==> config.mk <==
export PLATFORM = sky130hd
export DESIGN_NAME = pipe_skid_reg
export DESIGN_NICKNAME = d
export VERILOG_FILES = /design/src/rtl/pipe_pkg.sv /design/src/rtl/pipe_stall_ctr.sv /design/src/rtl/pipe_skid_reg.sv
export SDC_FILE = /design/constraint.sdc
export NUM_CORES = 1
export LEC_CHECK = 0
export ABC_AREA = 1
export CELL_PAD_IN_SITES_DETAIL_PLACEMENT = 2
export CELL_PAD_IN_SITES_GLOBAL_PLACEMENT = 2
export CORE_MARGIN = 5
export CORE_UTILIZATION = 24
export DETAILED_ROUTE_END_ITERATION = 7
export PLACE_DENSITY_LB_ADDON = 0.2
export RECOVER_POWER = 25
export SETUP_SLACK_MARGIN = 0.2
export SLEW_MARGIN = 15
export SYNTH_ARGS = -nofsm -noshare
export SYNTH_HDL_FRONTEND = slang
export SYNTH_SLANG_ARGS = --single-unit
==> constraint.sdc <==
create_clock -name clk -period 1.3 [get_ports clk]
set_clock_uncertainty 0.05 [all_clocks]
set_input_delay 0.26 -clock clk [delete_from_list [all_inputs] [get_ports clk]]
set_output_delay 0.26 -clock clk [all_outputs]
set_load 0.005 [all_outputs]
==> src/rtl/pipe_pkg.sv <==
// Shared constants for elastic pipeline-stage registers.
// Occupancy encoding, default stall-counter width, and payload widths
// per stage boundary so callers size their concatenated data buses consistently.
package pipe_pkg;

  // Occupancy values double as the skid-register state encoding.
  localparam logic [1:0] OCC_EMPTY = 2'd0;
  localparam logic [1:0] OCC_ONE   = 2'd1;
  localparam logic [1:0] OCC_FULL  = 2'd2;

  localparam int DEFAULT_CNT_W = 16;

  // Per-field widths of the datapath.
  localparam int INSTR_W    = 32;
  localparam int PC_W       = 32;
  localparam int DATA_W     = 32;
  localparam int REG_ADDR_W = 5;

  // Payload widths per stage boundary (sum of the concatenated fields).
  // F/D: Instr, PC+8
  localparam int FD_W = INSTR_W + PC_W;
  // D/E: Instr, RS value, RT value, imm, PC+8
  localparam int DE_W = INSTR_W + 3 * DATA_W + PC_W;
  // E/M: Instr, ALU result, RT value, PC+8, A3
  localparam int EM_W = INSTR_W + 2 * DATA_W + PC_W + REG_ADDR_W;
  // M/W: Instr, ALU result, DM data, PC+8, A3
  localparam int MW_W = INSTR_W + 2 * DATA_W + PC_W + REG_ADDR_W;

  typedef enum logic [1:0] {
    ST_EMPTY = OCC_EMPTY,
    ST_ONE   = OCC_ONE,
    ST_FULL  = OCC_FULL
  } occ_state_e;

endpackage

==> src/rtl/pipe_stall_ctr.sv <==
// Saturating stall-cycle counter shared by stall-aware pipeline blocks.
// Latency: count reflects an inc one cycle after the edge it was sampled on.
// Backpressure: none; counts while inc is high, sticks at all-ones, clr wins over inc.
// Ports: clk, clr (sync clear), inc (count enable), cnt (current count).
module pipe_stall_ctr #(
  parameter int CNT_W = 16
) (
  input  logic             clk,
  input  logic             clr,
  input  logic             inc,
  output logic [CNT_W-1:0] cnt
);

  localparam logic [CNT_W-1:0] CNT_MAX = {CNT_W{1'b1}};
  localparam logic [CNT_W-1:0] CNT_ONE = {{(CNT_W-1){1'b0}}, 1'b1};

  always_ff @(posedge clk) begin
    if (clr) begin
      cnt <= '0;
    end else if (inc && (cnt != CNT_MAX)) begin
      cnt <= cnt + CNT_ONE;
    end
  end

endmodule

==> src/rtl/pipe_skid_reg.sv <==
// Elastic pipeline-stage register: main entry plus one skid entry, FIFO order.
// Latency: 1 cycle from push into an empty stage to out_valid/out_data.
// Backpressure: in_ready is registered (!skid full); skid absorbs one in-flight push.
// Ports: clk, reset (sync, active-high), flush (sync kill), in_valid/in_ready/in_data
// upstream handshake, out_valid/out_ready/out_data downstream handshake,
// occupancy (0..2 entries held), stall_cycles (saturating back-pressure count).
module pipe_skid_reg
  import pipe_pkg::*;
#(
  parameter int               WIDTH     = 32,
  parameter logic [WIDTH-1:0] FLUSH_VAL = '0,
  parameter int               CNT_W     = DEFAULT_CNT_W
) (
  input  logic             clk,
  input  logic             reset,
  input  logic             flush,
  input  logic             in_valid,
  output logic             in_ready,
  input  logic [WIDTH-1:0] in_data,
  output logic             out_valid,
  input  logic             out_ready,
  output logic [WIDTH-1:0] out_data,
  output logic [1:0]       occupancy,
  output logic [CNT_W-1:0] stall_cycles
);

  occ_state_e       state;
  logic [WIDTH-1:0] skid_data;
  logic             push;
  logic             pop;

  assign push      = in_valid && in_ready;
  assign pop       = out_valid && out_ready;
  assign occupancy = state;

  // out_valid tracks "main entry valid" and in_ready tracks "skid entry empty";
  // both are kept as flops alongside the state so no output depends
  // combinationally on the handshake inputs.
  always_ff @(posedge clk) begin
    if (reset || flush) begin
      state     <= ST_EMPTY;
      out_data  <= FLUSH_VAL;
      skid_data <= FLUSH_VAL;
      out_valid <= 1'b0;
      in_ready  <= 1'b1;
    end else begin
      case (state)
        ST_EMPTY: begin
          if (push) begin
            out_data  <= in_data;
            out_valid <= 1'b1;
            state     <= ST_ONE;
          end
        end
        ST_ONE: begin
          if (push && pop) begin
            out_data <= in_data;
          end else if (push) begin
            // Downstream stalled while upstream had a beat in flight.
            skid_data <= in_data;
            in_ready  <= 1'b0;
            state     <= ST_FULL;
          end else if (pop) begin
            out_valid <= 1'b0;
            state     <= ST_EMPTY;
          end
        end
        ST_FULL: begin
          if (pop) begin
            out_data  <= skid_data;
            skid_data <= FLUSH_VAL;
            in_ready  <= 1'b1;
            state     <= ST_ONE;
          end
        end
        default: begin
          state     <= ST_EMPTY;
          out_valid <= 1'b0;
          in_ready  <= 1'b1;
        end
      endcase
    end
  end

  // A flush cycle is not counted as a stall; reset clears the count.
  pipe_stall_ctr #(
    .CNT_W (CNT_W)
  ) u_stall_ctr (
    .clk (clk),
    .clr (reset),
    .inc (out_valid && !out_ready && !flush),
    .cnt (stall_cycles)
  );

endmodule

==> flow_metrics.tcl <==
set metrics [dict create \
    status "finished with violations" \
    violations "setup timing" \
    syn-instance-count 541 \
    cts_inserted_buffers 9 \
    ir_drop_mv 0.570 \
    rsz0062_at_grt "true" \
    endpoint_kind "flop" \
    diodes 0 \
    critical_path_class "reg -> reg" \
    drv_slew 0 \
    fin_crit_sh_pct 124 \
    placementRows 45 \
    clock_sinks 84 \
    dpl_cell_area_sq_um 5320 \
    grt_pass1_wl_um 25700 \
    ioPinCount 89 \
    postSynthAreaPerCell_sq_um 6.80 \
    first_pass_iters 4 \
    drv_cap 0 \
    pwr-share-comb_pct 16.3 \
    syn_area_sq_um 3680 \
    worstPathRequired_ps 1510 \
    dp_slack_ps -560 \
    avgViaCountPerCell 4.87 \
    gp_congestion 0.778 \
    drt-wirelength-per-cell_um 20.0 \
    io_buffers 88 \
    nNetsFinal 762 \
    grt_max_degree 35 \
    ys_seq_area_share_pct 45.7 \
    grt_usage_pct 18.1 \
    p_int_mw 5.21 \
    finalHoldViolCount 0 \
    p_leak_nw 3.04 \
    max_stage_delay_ps 380 \
    clock_latency_ps 350 \
    grt_overflow_total 0 \
    hold_path_class "in -> reg" \
    layout.cells.non_filler 917 \
    num_vias 4468 \
    cts_tree "yes" \
    setup_tns_ps -17200 \
    grt_pass1_vias 4878 \
    drc 0 \
    hold_slack_ps 384 \
    hpwl_um 9900 \
    dieHeight_um 134 \
    tightest_slew_ps 278 \
    initial_utilization_pct 24.4 \
    syn_nets 579 \
    arrival_ps 1820 \
    p_total_mw 6.93 \
    htreeDepth 3 \
    yosysWarnings 0 \
    antenna_found_initial 0 \
    p_per_area_nw_per_um2 1010 \
    finalSetupViolations 89 \
    area_growth_pct 87.0 \
    path_cells "nor2_4, nand2_2, nand2_2, inv_2, nor2_4, buf_6, buf_12, o21ai_2, a21oi_1" \
    drive_above_1_share_pct 44.4 \
    root_buffer "clkbuf_16" \
    clk_pin_slew_ps 60 \
    critical_path_buf_inv_count 3 \
    synth-seq-cells 84 \
    cts.path.max_buffers 2 \
    coreArea_sq_um 15100 \
    power.switching_mw 1.72 \
    critPathMaxFanout 11 \
    ant_nets 0 \
    clock_power_share_pct 44.6 \
    cpLargestDelayFamily "simple AND/OR/NAND/NOR gates" \
    die_w_um 134 \
    fmax_ghz 0.619 \
    p_seq_share_pct 39.1 \
    slew_headroom_pct 81.4 \
    dp_cells 844 \
    setup_slack_ps -315 \
    fin_area_sq_um 6880 \
    netSwitchingFraction_pct 24.8 \
    utilization_pct 45.6 \
    fill_cells 1646 \
    wl_um 18300 \
    crit_slowest_cell "dfxtp_4" \
    period_needed_ps 1620 \
    cp-start-kind "flop" \
    die-area_sq_um 17900 \
    drt_iter0_drc 144 \
    ys_types 24 \
]
[state kept, by name, indices dropped and copies added (netlist names)]
name,cells
in_ready,1
out_valid,1
out_data,32
skid_data,32
u_stall_ctr.cnt,16
occupancy,2
[worst reg2reg max path, delay by kind of cell (launching register included)]
family | cells | cell delay (ps)
and+or+nand+nor | 4 | 480
DFF | 1 | 380
buffers and inverters | 3 | 360
AOI/OAI and AO/OA | 2 | 260
[synthesized netlist by cell type (all sizes together)]
library cell	count	area share (%)
xor2	1	0.24
nand3b	2	0.41
o21ai	70	9.7
ha	1	0.34
nand2	151	15
nor2	105	11
nand4	6	1.2
inv	27	2.8
dfxtp	84	46
nand3	19	2.6
a31oi	1	0.17
a21oi	45	6.1
buf	18	2.7
clkbuf	10	1.1
o211ai	1	0.20
[cells by family after synthesis]
kind of cell    after synthesis  share of synthesized area (%)
compound gates              117                           16.2
simple gates                283                           30.9
fa+ha+maj                     1                          0.340
flops                        84                           45.7
xor+xnor                      1                          0.238
buf+inv                      55                           6.53
[metal layers]
metal	track usage (%)	share of wire, %	vias to the layer above
li1	-	-	2110
met1	19.5	41	2239
met2	35.8	54	88
met3	3.98	3.5	31
met4	3.71	2.2	0
met5	0	0	-
[cell type report]
| class | instances | area (sq um) | share of cell area, % |
|---|---|---|---|
| multi-input combinational | 402 | 2220 | 32.3 |
| timing repair buffer | 200 | 2180 | 31.7 |
| sequential | 84 | 1770 | 25.8 |
| clock buffer | 14 | 297 | 4.31 |
| tap | 188 | 235 | 3.42 |
| inverter | 27 | 114 | 1.66 |
| clock inverter | 2 | 60.1 | 0.874 |
[final timing paths]
kind,from,endpoint,slack [ps],cells past startpoint
worst min-delay path,out_ready,occupancy[1],380,4
worst max register to register,occupancy[1],skid_data[5],-320,9
worst min register to register,skid_data[23],skid_data[23],420,2
worst max-delay path,occupancy[1],skid_data[5],-320,9
[timing repair]
| item | in CTS | in global routing |
|---|---|---|
| buffers inserted | 29 | 19 |
| endpoints found under the setup margin | 136 | 136 |
| pin swaps | 38 | 39 |
| hold buffers | 0 | 0 |
| cloned | 5 | 4 |
| resized for setup | 374 | 73 |
[placed cells by master (no fill, tap or decap), types with 11 or more instances in the layout]
master,instances
nor2_1,76
nand2_1,122
dfxtp_1,41
nor2_4,20
nand2_2,18
dfxtp_4,15
clkdlybuf4s50_1,33
clkbuf_16,15
dfxtp_2,28
buf_4,54
a21oi_1,35
o21ai_1,31
inv_1,14
nand2_4,11
buf_6,81
o21ai_0,30
[power by group through the flow]
| stage | Sequential [mW] | Combinational, mW | Clock (mW) |
|---|---|---|---|
| final | 2.71 | 1.13 | 3.09 |
| after global routing | 2.72 | 1.23 | 3.25 |
| after global placement | 2.77 | 0.819 | 0 |
| after floorplan | 2.77 | 0.387 | 0 |
| after CTS | 2.71 | 0.964 | 3.16 |
| after detailed placement | 2.78 | 0.847 | 0 |
Power figures use the tool's default switching activity.
